`src/rtl/alu_pkg.sv`:
```
// Shared definitions for the MiniSRC ALU rotate units: operand geometry,
// the sequencer state encoding and a highest-set-bit helper.
package alu_pkg;

  // Operand width; must be a power of two.
  localparam int WIDTH    = 32;
  // log2(WIDTH): width of the effective rotate count and of a stage index.
  localparam int CNT_BITS = 5;

  // Sequencer states for the multi-cycle rotate.
  typedef enum logic [1:0] {
    IDLE   = 2'd0,
    ROTATE = 2'd1,
    DONE   = 2'd2
  } state_t;

  // Index of the most significant set bit of v; returns 0 when v is 0.
  // The loop walks upward so the last set bit seen is the highest one.
  function automatic logic [CNT_BITS-1:0] hsb(input logic [CNT_BITS-1:0] v);
    logic [CNT_BITS-1:0] idx;
    idx = '0;
    for (int i = 0; i < CNT_BITS; i++) begin
      if (v[i]) idx = CNT_BITS'(i);
    end
    return idx;
  endfunction

endpackage

```
`src/rtl/alu_ror_step.sv`:
```
// One rotate stride: value rotated right by 2^k. Each legal k has its own
// fixed wiring (a concatenation), and k simply selects among them.
module alu_ror_step #(
  parameter int WIDTH    = alu_pkg::WIDTH,
  parameter int CNT_BITS = alu_pkg::CNT_BITS
) (
  input  logic [WIDTH-1:0]    value,
  input  logic [CNT_BITS-1:0] k,
  output logic [WIDTH-1:0]    rotated
);

  // stage[g] is value rotated right by 2^g: the low 2^g bits wrap to the top.
  logic [WIDTH-1:0] stage [CNT_BITS];

  for (genvar g = 0; g < CNT_BITS; g++) begin : g_stage
    localparam int S = 1 << g;
    assign stage[g] = {value[S-1:0], value[WIDTH-1:S]};
  end

  // Select the stride for k; out-of-range k passes the value through.
  always_comb begin
    // NOTE: assigning a default before the selection keeps this purely
    // combinational; a path that left rotated unassigned would infer a latch.
    rotated = value;
    for (int i = 0; i < CNT_BITS; i++) begin
      if (k == CNT_BITS'(i)) rotated = stage[i];
    end
  end

endmodule

```
`src/rtl/alu_ror_seq.sv`:
```
// Multi-cycle rotate-right unit. A start pulse captures the operand and the
// count mod WIDTH; each following cycle applies the stride of the highest
// remaining count bit, and the result lands in data_output with a done pulse.
module alu_ror_seq #(
  parameter int WIDTH    = alu_pkg::WIDTH,
  parameter int CNT_BITS = alu_pkg::CNT_BITS
) (
  input  logic             clock,
  input  logic             clear,
  input  logic             start,
  input  logic [WIDTH-1:0] data_input,
  input  logic [31:0]      num_rotates,
  output logic             busy,
  output logic             done,
  output logic [WIDTH-1:0] data_output
);

  import alu_pkg::state_t;
  import alu_pkg::IDLE;
  import alu_pkg::ROTATE;
  import alu_pkg::DONE;
  import alu_pkg::hsb;

  state_t              state, state_nxt;
  logic [WIDTH-1:0]    opnd, opnd_nxt;
  logic [CNT_BITS-1:0] rem, rem_nxt;
  logic [WIDTH-1:0]    result_nxt;
  logic [CNT_BITS-1:0] k;
  logic [CNT_BITS-1:0] rem_cleared;
  logic [WIDTH-1:0]    rotated;

  // Count bits above log2(WIDTH) are whole turns and never affect the result.
  logic unused_hi_count;
  assign unused_hi_count = ^num_rotates[31:CNT_BITS];

  // Largest stride still owed, and the count with that stride retired.
  always_comb begin
    k              = hsb(rem);
    rem_cleared    = rem;
    rem_cleared[k] = 1'b0;
  end

  alu_ror_step #(
    .WIDTH    (WIDTH),
    .CNT_BITS (CNT_BITS)
  ) u_step (
    .value   (opnd),
    .k       (k),
    .rotated (rotated)
  );

  // Next-state and next-register values; everything holds unless changed.
  always_comb begin
    state_nxt  = state;
    opnd_nxt   = opnd;
    rem_nxt    = rem;
    result_nxt = data_output;
    unique case (state)
      IDLE: begin
        if (start) begin
          opnd_nxt = data_input;
          rem_nxt  = num_rotates[CNT_BITS-1:0];
          if (num_rotates[CNT_BITS-1:0] == '0) begin
            // Zero effective count: the operand is already the answer.
            result_nxt = data_input;
            state_nxt  = DONE;
          end else begin
            state_nxt = ROTATE;
          end
        end
      end
      ROTATE: begin
        opnd_nxt = rotated;
        rem_nxt  = rem_cleared;
        if (rem_cleared == '0) begin
          result_nxt = rotated;
          state_nxt  = DONE;
        end
      end
      DONE: begin
        // Single done cycle; start is not sampled here, so nothing queues.
        state_nxt = IDLE;
      end
      default: begin
        state_nxt = IDLE;
      end
    endcase
  end

  // State, working registers and result; clear wins over everything.
  always_ff @(posedge clock) begin
    // NOTE: operand and count registers are reset along with the FSM so an
    // aborted operation leaves no stale data behind after clear.
    if (clear) begin
      state       <= IDLE;
      opnd        <= '0;
      rem         <= '0;
      data_output <= '0;
    end else begin
      // NOTE: non-blocking assignments so every register samples the values
      // computed from the pre-edge state, independent of statement order.
      state       <= state_nxt;
      opnd        <= opnd_nxt;
      rem         <= rem_nxt;
      data_output <= result_nxt;
    end
  end

  // Status flags decode the state register only; start has no path here.
  assign busy = (state != IDLE);
  assign done = (state == DONE);

endmodule
```
`config.mk`:
```
export PLATFORM = sky130hd
export DESIGN_NAME = alu_ror_seq
export DESIGN_NICKNAME = d
export VERILOG_FILES = /design/src/rtl/alu_pkg.sv /design/src/rtl/alu_ror_step.sv /design/src/rtl/alu_ror_seq.sv
export SDC_FILE = /design/constraint.sdc
export NUM_CORES = 1
export LEC_CHECK = 0
export BUFFER_PORTS_ARGS = -buffer_cell sky130_fd_sc_hd__buf_2
export CORE_AREA = 2 2 106 108
export DETAILED_ROUTE_END_ITERATION = 12
export DIE_AREA = 0 0 108 110
export REMOVE_ABC_BUFFERS = 1
export SYNTH_ARGS = -nofsm -noshare
export SYNTH_HDL_FRONTEND = slang
export SYNTH_SLANG_ARGS = --single-unit
```
`constraint.sdc`:
```
create_clock -name clock -period 2 [get_ports clock]
set_input_delay 0 -clock clock [delete_from_list [all_inputs] [get_ports clock]]
set_output_delay 0 -clock clock [all_outputs]
set_load 0.01 [all_outputs]
```
==> run metrics, run 1 <==
Seq/Total Area, Yosys 33.3%; CP max-delay cell a2111oi_1; critical-path maximum fanout 38; Mapped Cells 534; vias per cell 5.65; synth top area cells dfxtp_1 33%, a21oi_1 10%, a2111o_1 6.6%, mux2i_1 6.6%, a22o_1 5.7%; cell area after synthesis 4270 µm²; Area Overhead vs Synth 19.5%; final setup TNS 0 ps; I/O pins 101; YS warnings 0; RePlAce Congestion slightly above 0.9; worst hold stages 5; clk slew on worst S/H paths 80 ps; post-DP HPWL 9080 µm; Final Critical Period 1830 ps; FF-to-FF Start rem[1]; average wire per standard cell 17.5 µm; core footprint 10700 µm²; Yosys top cell by area dfxtp_1; I/O Buffers 73; Overflow after GRT 0; die footprint 11900 µm²; VDD IR-drop max 0.000447 V; crit path capture type register; CTS root buf clkbuf_8; Hold Path End opnd[2]; Slew Viols, Final 0; Post-CTS Setup Bufs 0; RSZ-0062 raised after global routing no; hold_ws 26.7 ps; CP peak stage delay 470 ps; final setup margin 167 ps; ANT nets after route 0; CTS Buf Count 9; status completed; # rows 38; final number of hold-violating endpoints 0; CTS Buffer Depth 2; Initial DRC Count 334; TritonRoute pass-1 iters 5; worst hold path startpoint data_input[2]; H-tree levels 3; layout cell share with drive strength beyond 1 between 20 and 25%; CTS tree yes; Initial Utilization roughly two fifths; die extent in x 108 µm; Max Cap Viol 0; fmax 546 MHz; Nets 668; clk_skew 14.7 ps; Yosys cell types 45; Total Wirelength 13100 µm; Main synth FF type dfxtp_1; Final setup viols 0; crit-path cells buf_12, nor2_1, a21o_1, a2111oi_1, buf_4, a211o_1, a22o_1; Via Count 4223; CP arrival around 2100 ps; initial antenna violation count 1; EDFF count, synth 0; reg-to-reg critical path endpoint data_output[28]; LEAKAGE 2.11 nW; Power per Cell Area 877 nW/µm²; FF-to-FF setup slack around 170 ps; largest net degree at the start of global routing 43; later-pin clock latency in the skew report 370 ps; die height roughly 110 µm; Crit Path Category register to register; CP top delay family compound AO/OA/AOI/OAI gates; vias in the first global route 3990; transition time of the tightest slew-check pin between 400 and 500 ps; Total GRT Usage 23.1%; cells on worst reg2reg path 7; Slew HR between 70% and 80%; syn_area_per_cell 8.00 µm²; CP required 2310 ps; Synth top area share roughly a third; Tcrit/Tclk final a little over 90%; Place WS 38.5 ps; DRC viols 0; CP bufs+invs 2; share of synthesized registers carrying an async set or reset 0%; flops & latches, synth around 70; Fill cells 1105; first-pass GRT wire length 21400 µm; CTS Sinks just over 70; crit start category register; Hold Path Class input port to register
## tightest hold or removal path, stage by stage
cell and delay [ps]:
buf_2 90, nor2_1 90, a21oi_1 60, nand2_1 60, a21oi_1 50
## timing repair
action / 4_1_cts / 5_1_grt
hold endpoints to repair: 9 / 0
hold buffers: 8 / 0
gates resized for setup: 0 / 3
setup endpoints to repair: 0 / 18
## cell usage in the layout, fill, tap and decap left out, types with 8 or more instances in the layout
cell type,count
a22o_1,28
mux2i_1,28
dfxtp_1,68
a21oi_1,88
buf_4,22
dlygate4sd3_1,8
clkbuf_8,9
a2111o_1,25
buf_2,73
nor2_1,50
nor3b_1,28
nor2b_1,29
nand2_1,65
## area by class of cell
type                    count  area (µm²)  area share [%]
diodes                      1        2.50          0.0490
clock buffers               9         124            2.43
clock inverters             7        71.3            1.40
inverters                   5        18.8           0.368
multi-input cells         406        2580            50.5
flip-flops and latches     71        1430            27.9
well taps                 140         175            3.43
repair buffers            108         711            13.9
## synthesized netlist by cell type, types with 4 or more instances
master,instances
buf_2,13
nand3b_1,4
o21ai_0,7
a22o_1,28
inv_1,5
nand2_1,65
a2111o_1,25
nor2_1,51
a2111oi_0,6
mux2i_1,28
a21oi_1,88
nor2b_1,30
nand2b_1,6
nor3b_1,28
buf_6,5
clkbuf_1,29
dfxtp_1,71
## sequential cells by signal, indices dropped and copies added (netlist names)
| signal | cells |
|---|---|
| state | 2 |
| data_output | 32 |
| rem | 5 |
| opnd | 32 |
## metal layers
metal / GRT usage, % / wire length (µm) / vias up
li1: - / - / 2080
met1: 31.5 / 6230 / 2001
met2: 37.4 / 6080 / 126
met3: 4.17 / 564 / 16
met4: 7.14 / 194 / 0
met5: 0 / 0 / -
## worst max path at each step
| stage | startpoint | end | cells past startpoint |
|---|---|---|---|
| CTS | rem[3] | data_output[28] | 6 |
| finish | rem[1] | data_output[28] | 7 |
| global route | rem[1] | data_output[28] | 7 |
| global placement | rem[3] | data_output[28] | 6 |
| floorplan | rem[1] | data_output[27] | 5 |
| detailed placement | rem[3] | data_output[28] | 6 |
## through the flow
| stage | util (%) | total power, mW | area (µm²) | cells |
|---|---|---|---|---|
| 2_1_floorplan | - | 2.73 | 4000 | 482 |
| 3_3_place_gp | 45.1 | 3.28 | 4820 | 722 |
| 3_5_place_dp | 45.1 | 3.31 | 4820 | 722 |
| 4_1_cts | 47.6 | 4.48 | 5090 | 746 |
| 5_1_grt | 47.7 | 4.76 | 5100 | 746 |
| 6_report | 47.7 | 4.48 | 5110 | 747 |
## kinds of logic after synthesis
family / Yosys count / synth area share (%)
buffers and inverters: 57 / 6.79
AO/OA/AOI/OAI: 181 / 30.2
AND/OR/NAND/NOR: 197 / 23.2
flip-flops: 71 / 33.3
multiplexers: 28 / 6.56
## report_power, final
group / leakage [nW] / switching, mW / total, mW / internal (mW)
combinational: 1.44 / 0.803 / 1.48 / 0.674
sequential: 0.585 / 0.242 / 1.83 / 1.59
clock: 0.0916 / 0.597 / 1.17 / 0.575
total: 2.11 / 1.64 / 4.48 / 2.84
(Power assumes the default switching activity.)
==> run 2, diff against run 1 <==
--- a/config.mk
+++ b/config.mk
@@ -9,6 +9,7 @@
 export CORE_AREA = 2 2 106 108
 export DETAILED_ROUTE_END_ITERATION = 12
 export DIE_AREA = 0 0 108 110
+export RECOVER_POWER = 100
 export REMOVE_ABC_BUFFERS = 1
 export SYNTH_ARGS = -nofsm -noshare
 export SYNTH_HDL_FRONTEND = slang
==> run 2 against run 1 <==
- hold slack lost 1.8 ps
- first-iteration DRC count shrank 4.2%
- clock skew grew 2.2 ps
- largest cell class unchanged
- register-to-register slack lost 40 ps
- final cell count is the same
- wire length grew 0.11%
- combinational power shrank 3%
- critical endpoint is now rem[1]
- total power shrank 0.73%
- sequential share of layout area grew 0.44 points
- clock power is essentially flat
- fmax shrank 2.1%
- global-route usage is the same
==> run metrics, run 2 (synthesis results as in run 1) <==
status completed (unchanged); CP arrival 2090 ps (was 2140 ps); CTS Sinks 71 (unchanged); CTS Buffer Depth 2 (unchanged); vias per cell 5.66 (was 5.65); die height 110 µm (unchanged); initial antenna violation count 1 (unchanged); transition time of the tightest slew-check pin 429 ps (was 427 ps); share of total power in the clock network 26.4% (was 26.2%); Seq pwr share 41.2% (was 40.8%); Tcrit/Tclk final 93.6% (was 91.6%); sw frac 37.0% (was 36.7%); largest net degree at the start of global routing 43 (unchanged); Total Wirelength 13100 µm (about the same); final setup TNS 0 ps (unchanged); RePlAce Congestion 0.907 (unchanged); clk_skew 16.9 ps (was 14.7 ps); Overflow after GRT 0 (unchanged); Final Util 47.0% (was 47.7%); Via Count 4227 (was 4223); fmax 534 MHz (was 546 MHz); CP required 2220 ps (was 2310 ps); Pwr Total 4.45 mW (was 4.48 mW); later-pin clock latency in the skew report 370 ps (about the same); layout cell share with drive strength beyond 1 15.8% (was 21.9%); first-pass GRT wire length 21400 µm (unchanged); Slew Viols, Final 0 (unchanged); Placed Instances 722 (unchanged); CTS Buf Count 9 (unchanged); Crit Path Category register to register (unchanged); I/O Buffers 73 (unchanged); Hold Path Class input port to register (unchanged); Total GRT Usage 23.1% (unchanged); CP top delay family compound AO/OA/AOI/OAI gates (unchanged); Initial Utilization 40.0% (unchanged); I/O pins 101 (unchanged); Nets 668 (unchanged); final number of hold-violating endpoints 0 (unchanged); VDD IR-drop max 0.000443 V (was 0.000447 V); Final setup viols 0 (unchanged); average wire per standard cell 17.5 µm (about the same); Max Cap Viol 0 (unchanged); H-tree levels 3 (unchanged); CP peak stage delay 450 ps (was 470 ps); critical-path maximum fanout 20 (was 38); LEAKAGE 1.96 nW (was 2.11 nW); Internal 2.80 mW (was 2.84 mW); Final Critical Period 1870 ps (was 1830 ps); crit start category register (unchanged); Switch Pwr 1.65 mW (was 1.64 mW); Finished Layout Cells 747 (unchanged); crit path capture type register (unchanged); TritonRoute pass-1 iters 5 (unchanged); worst hold stages 5 (unchanged); cells on worst reg2reg path 5 (was 7); die extent in x 108 µm (unchanged); vias in the first global route 3990 (unchanged); Logic pwr share 32.4% (was 33.0%); Area Overhead vs Synth 17.6% (was 19.5%); largest registers data_output: 32 flops, opnd: 32 flops, rem: 5 flops (unchanged); most frequent cells in the layout 88 x a21oi_1, 68 x dfxtp_1, 65 x nand2_1 (was 88 x a21oi_1, 73 x buf_2, 68 x dfxtp_1); Initial DRC Count 320 (was 334); Power per Cell Area 885 nW/µm² (was 877 nW/µm²); CP max-delay cell a2111oi_0 (was a2111oi_1); core footprint 10700 µm² (unchanged); Worst path depth 5 (was 7); CP bufs+invs 2 (unchanged); final setup margin 128 ps (was 167 ps); CTS root buf clkbuf_8 (unchanged); clk slew on worst S/H paths 80 ps (about the same); die footprint 11900 µm² (unchanged); RSZ-0062 raised after global routing no (unchanged); # rows 38 (unchanged); commonest non-fill, non-tap cell in the layout a21oi_1 (unchanged); Slew HR 70.6% (was 70.8%); Place WS 38.5 ps (unchanged); DRC viols 0 (unchanged); CTS tree yes (unchanged); post-DP HPWL 9080 µm (unchanged); crit-path cells clkbuf_1, o21bai_1, clkbuf_2, nor3_1, a2111oi_0 (was buf_12, nor2_1, a21o_1, a2111oi_1, buf_4, a211o_1, a22o_1); ANT nets after route 0 (unchanged)
run 2: what timing repair did:
action                     4_1_cts  5_1_grt
hold endpoints to repair         9        0
buffers inserted                 0        0
setup endpoints to repair        0       18
resized for setup                0        3
hold buffers                     8        0
run 2: layout make-up:
cell class,instances,area (µm²)
clock inverter,7,71.3
multi-input combinational,406,2570
fill,1134,5670
clock buffer,9,124
timing repair buffer,108,634
antenna,1,2.50
tap,140,175
sequential,71,1430
inverter,5,18.8
run 2: power groups by stage:
stage | logic, mW | clock network, mW | registers (mW)
3_3_place_gp | 1.43 | 0 | 1.85
6_report | 1.44 | 1.17 | 1.83
3_5_place_dp | 1.45 | 0 | 1.85
2_1_floorplan | 0.851 | 0 | 1.88
5_1_grt | 1.60 | 1.27 | 1.85
4_1_cts | 1.47 | 1.19 | 1.82
run 2: through the flow:
stage	cell area [µm²]	hold WS (ps)
2_1_floorplan	4000	69.1
3_3_place_gp	4820	222
3_5_place_dp	4820	229
4_1_cts	5090	15.2
5_1_grt	5020	46.3
6_report	5030	24.9
run 2: worst reg2reg max path: cells and delay by family (launching register included):
kind | cells | cell delay [ps]
compound gates | 2 | 710
buf+inv | 2 | 580
flops | 1 | 350
simple gates | 1 | 90
run 2: worst paths after layout:
| kind | start | end | slack [ps] |
|---|---|---|---|
| max | state[0] | rem[1] | 130 |
| min | data_input[2] | opnd[2] | 20 |
| max reg2reg | state[0] | rem[1] | 130 |
| min reg2reg | data_output[19] | data_output[19] | 460 |
run 2: layer usage:
layer,vias up,track usage [%],wire length (µm)
met3,14,4.17,598
met2,122,37.4,6120
met4,0,7.14,182
met5,-,0,0
met1,2011,31.5,6180
li1,2080,-,-
==> run 3, diff against run 2 <==
--- a/config.mk
+++ b/config.mk
@@ -6,11 +6,12 @@
 export NUM_CORES = 1
 export LEC_CHECK = 0
 export BUFFER_PORTS_ARGS = -buffer_cell sky130_fd_sc_hd__buf_2
-export CORE_AREA = 2 2 106 108
+export CORE_AREA = 2 2 124 126
 export DETAILED_ROUTE_END_ITERATION = 12
-export DIE_AREA = 0 0 108 110
+export DIE_AREA = 0 0 126 128
 export RECOVER_POWER = 100
 export REMOVE_ABC_BUFFERS = 1
 export SYNTH_ARGS = -nofsm -noshare
 export SYNTH_HDL_FRONTEND = slang
+export SYNTH_HIERARCHICAL = 1
 export SYNTH_SLANG_ARGS = --single-unit
==> run 3 against run 2 <==
- the flow now finishes with violations (negative setup slack)
- clock-buffer cell count rose by 6
- cell area is 40% higher
- wire length grew 32%
- fmax decreased by 12%
- worst setup slack worse by 260 ps
- first-iteration DRC count is 37% higher
- combinational power is 48% higher
- largest cell class unchanged
- largest power group is now combinational logic
==> run metrics, run 3 <==
CTS tree yes (unchanged); RePlAce Congestion 0.985 (was 0.907); crit start category register (unchanged); first-pass GRT wire length 27400 µm (was 21400 µm); CP peak stage delay 330 ps (was 450 ps); later-pin clock latency in the skew report 340 ps (was 370 ps); Crit Path Category register to register (unchanged); core footprint 14900 µm² (was 10700 µm²); Yosys top cell by area dfxtp_1 (unchanged); share of synthesized registers carrying an async set or reset 0% (unchanged); ANT nets after route 0 (unchanged); die extent in x 126 µm (was 108 µm); CP bufs+invs 4 (was 2); Overflow after GRT 0 (unchanged); vias per cell 5.64 (was 5.66); Total Wirelength 17200 µm (was 13100 µm); # rows 45 (was 38); syn_area_per_cell 7.70 µm² (was 8.00 µm²); Final setup viols 63 (was 0); initial antenna violation count 0 (was 1); synth top area cells dfxtp_1 30%, a211oi_1 10%, mux2i_1 7.7%, nor2_1 6.2%, o22ai_1 5.9% (was dfxtp_1 33%, a21oi_1 10%, a2111o_1 6.6%, mux2i_1 6.6%, a22o_1 5.7%); Slew Viols, Final 0 (unchanged); critical-path maximum fanout 6 (was 20); largest net degree at the start of global routing 51 (was 43); crit path capture type register (unchanged); clk_skew 3.82 ps (was 16.9 ps); CTS Sinks 71 (unchanged); VDD IR-drop max 0.000394 V (was 0.000443 V); Via Count 5304 (was 4227); Synth top area share 29.6% (was 33.3%); crit-path cells buf_6, a21oi_4, nor2_4, buf_6, buf_16, buf_6, nand2_4, a21oi_2, or3_1, a22o_1, mux2i_1, a211oi_1 (was clkbuf_1, o21bai_1, clkbuf_2, nor3_1, a2111oi_0); I/O pins 101 (unchanged); CP required 2220 ps (about the same); Initial Utilization 32.3% (was 40.0%); finished layout cell area 7020 µm² (was 5030 µm²); Main synth FF type dfxtp_1 (unchanged); Power per Cell Area 775 nW/µm² (was 885 nW/µm²); Total GRT Usage 21.0% (was 23.1%); final setup margin -135 ps (was 128 ps); Mapped Cells 624 (was 534); vias in the first global route 5123 (was 3990); die height 128 µm (was 110 µm); commonest non-fill, non-tap cell in the layout dfxtp_1 (was a21oi_1); H-tree levels 3 (unchanged); TritonRoute pass-1 iters 5 (unchanged); CP top delay family compound AO/OA/AOI/OAI gates (unchanged); CTS root buf clkbuf_16 (was clkbuf_8); LEAKAGE 2.58 nW (was 1.96 nW); RSZ-0062 raised after global routing yes (was no); Hold Path Class input port to register (unchanged); Yosys cell types 44 (was 45); EDFF count, synth 0 (unchanged); Tcrit/Tclk final 107% (was 93.6%); Area Overhead vs Synth 46.0% (was 17.6%); CTS Buf Count 9 (unchanged); ANT cells 0 (was 1); Fill cells 1477 (was 1134); commonest cells in the netlist 80 x nor2_1, 71 x dfxtp_1, 67 x a211oi_1 (was 88 x a21oi_1, 71 x dfxtp_1, 65 x nand2_1); post-DP HPWL 11700 µm (was 9080 µm); layout cell share with drive strength beyond 1 39.2% (was 15.8%); final number of hold-violating endpoints 0 (unchanged); Max Cap Viol 0 (unchanged); failing checks negative setup slack; DRC viols 0 (unchanged); status finished, violations left (was completed); average wire per standard cell 18.3 µm (was 17.5 µm); Initial DRC Count 439 (was 320); Seq/Total Area, Yosys 29.6% (was 33.3%); I/O Buffers 73 (unchanged); fmax 468 MHz (was 534 MHz); top-count cell post-synth nor2_1 (was a21oi_1); cell area after synthesis 4810 µm² (was 4270 µm²); flops & latches, synth 71 (unchanged); Final Critical Period 2140 ps (was 1870 ps); Most common cell on crit path buf_6; die footprint 16100 µm² (was 11900 µm²); clk slew on worst S/H paths 50 ps (was 80 ps); Pwr Total 5.44 mW (was 4.45 mW); CP max-delay cell dfxtp_2 (was a2111oi_0); CP arrival 2350 ps (was 2090 ps); largest registers data_output: 32 flops, opnd: 32 flops, rem: 5 flops (unchanged); Nets 816 (was 668); placed cell area 5830 µm² (was 4820 µm²); CTS Buffer Depth 2 (unchanged); most frequent cells in the layout 68 x dfxtp_1, 65 x nor2_1, 65 x buf_4 (was 88 x a21oi_1, 68 x dfxtp_1, 65 x nand2_1); YS warnings 6 (was 0)
-- run 3: cell types whose count changed in the layout (fill, tap and decap cells not counted), sizes merged, moves of 24 or more --
cell	delta
nor3b	-28
a31oi	+31
nand2	-35
o21a	+24
a211oi	+65
o22ai	+53
buf	+76
nor2	+29
a21oi	-60
-- run 3: routing by layer --
layer	wire, µm	up-vias	global-route usage (%)
li1	-	2561	-
met1	7850	2517	28.7
met2	7910	192	33.7
met3	1050	34	3.05
met4	431	0	7.76
met5	0	-	0
-- run 3: power by group --
group	internal (mW)	switching [mW]	total [mW]
sequential	1.57	0.216	1.79
clock	0.935	0.581	1.52
combinational	1.05	1.08	2.13
-- run 3: stage by stage --
stage / util [%] / setup TNS (ps) / worst slack, ps / instances / hold slack (ps)
6_report: 47.2 / -4690 / -135 / 941 / 22.8
2_1_floorplan: - / -187250 / -2900 / 565 / 71.6
4_1_cts: 45.1 / -3230 / -86.0 / 941 / 14.4
3_5_place_dp: 39.3 / -6170 / -171 / 909 / 317
3_3_place_gp: 39.3 / -6190 / -190 / 909 / 317
5_1_grt: 47.2 / -10290 / -230 / 941 / 42.4
-- run 3: final cells by class --
type / instances / area, µm² / share of cell area, %
clock buffer: 15 / 278 / 3.96
tap: 188 / 235 / 3.35
multi-input combinational: 470 / 3660 / 52.2
sequential: 71 / 1430 / 20.3
inverter: 24 / 90.1 / 1.28
timing repair buffer: 173 / 1330 / 18.9
-- run 3: final timing paths --
path | end | start | depth (start not counted) | slack, ps
worst max register to register | opnd[6] | rem[3] | 12 | -140
worst min register to register | data_output[20] | data_output[20] | 2 | 540
worst max-delay path | opnd[6] | rem[3] | 12 | -140
worst min-delay path | state[1] | clear | 2 | 20
-- run 3: kinds of logic after synthesis --
family | after synthesis | share of synthesized area, %
multiplexers | 37 | 7.71
other | 1 | 0.0780
AO/OA/AOI/OAI | 237 | 35.1
adder cells (fa/ha/maj) | 1 | 0.234
buffers and inverters | 92 | 9.29
AND/OR/NAND/NOR | 185 | 18.0
flip-flops | 71 | 29.6
-- run 3: timing repair --
action                                 CTS  global route
endpoints found under the hold margin    1             0
hold buffers                             1             0
gates resized for setup                 93            82
setup endpoints to repair               64            64
setup buffers                           11             0
pin swaps                               56            43
gates cloned                             5             0
-- run 3: worst register-to-register path, cell delays in order, from the launching register on --
cell and delay, ps:
dfxtp_2 330, buf_6 110, a21oi_4 130, nor2_4 70, buf_6 140, buf_16 140, buf_6 110, nand2_4 50
a21oi_2 50, or3_1 330, a22o_1 250, mux2i_1 200, a211oi_1 100
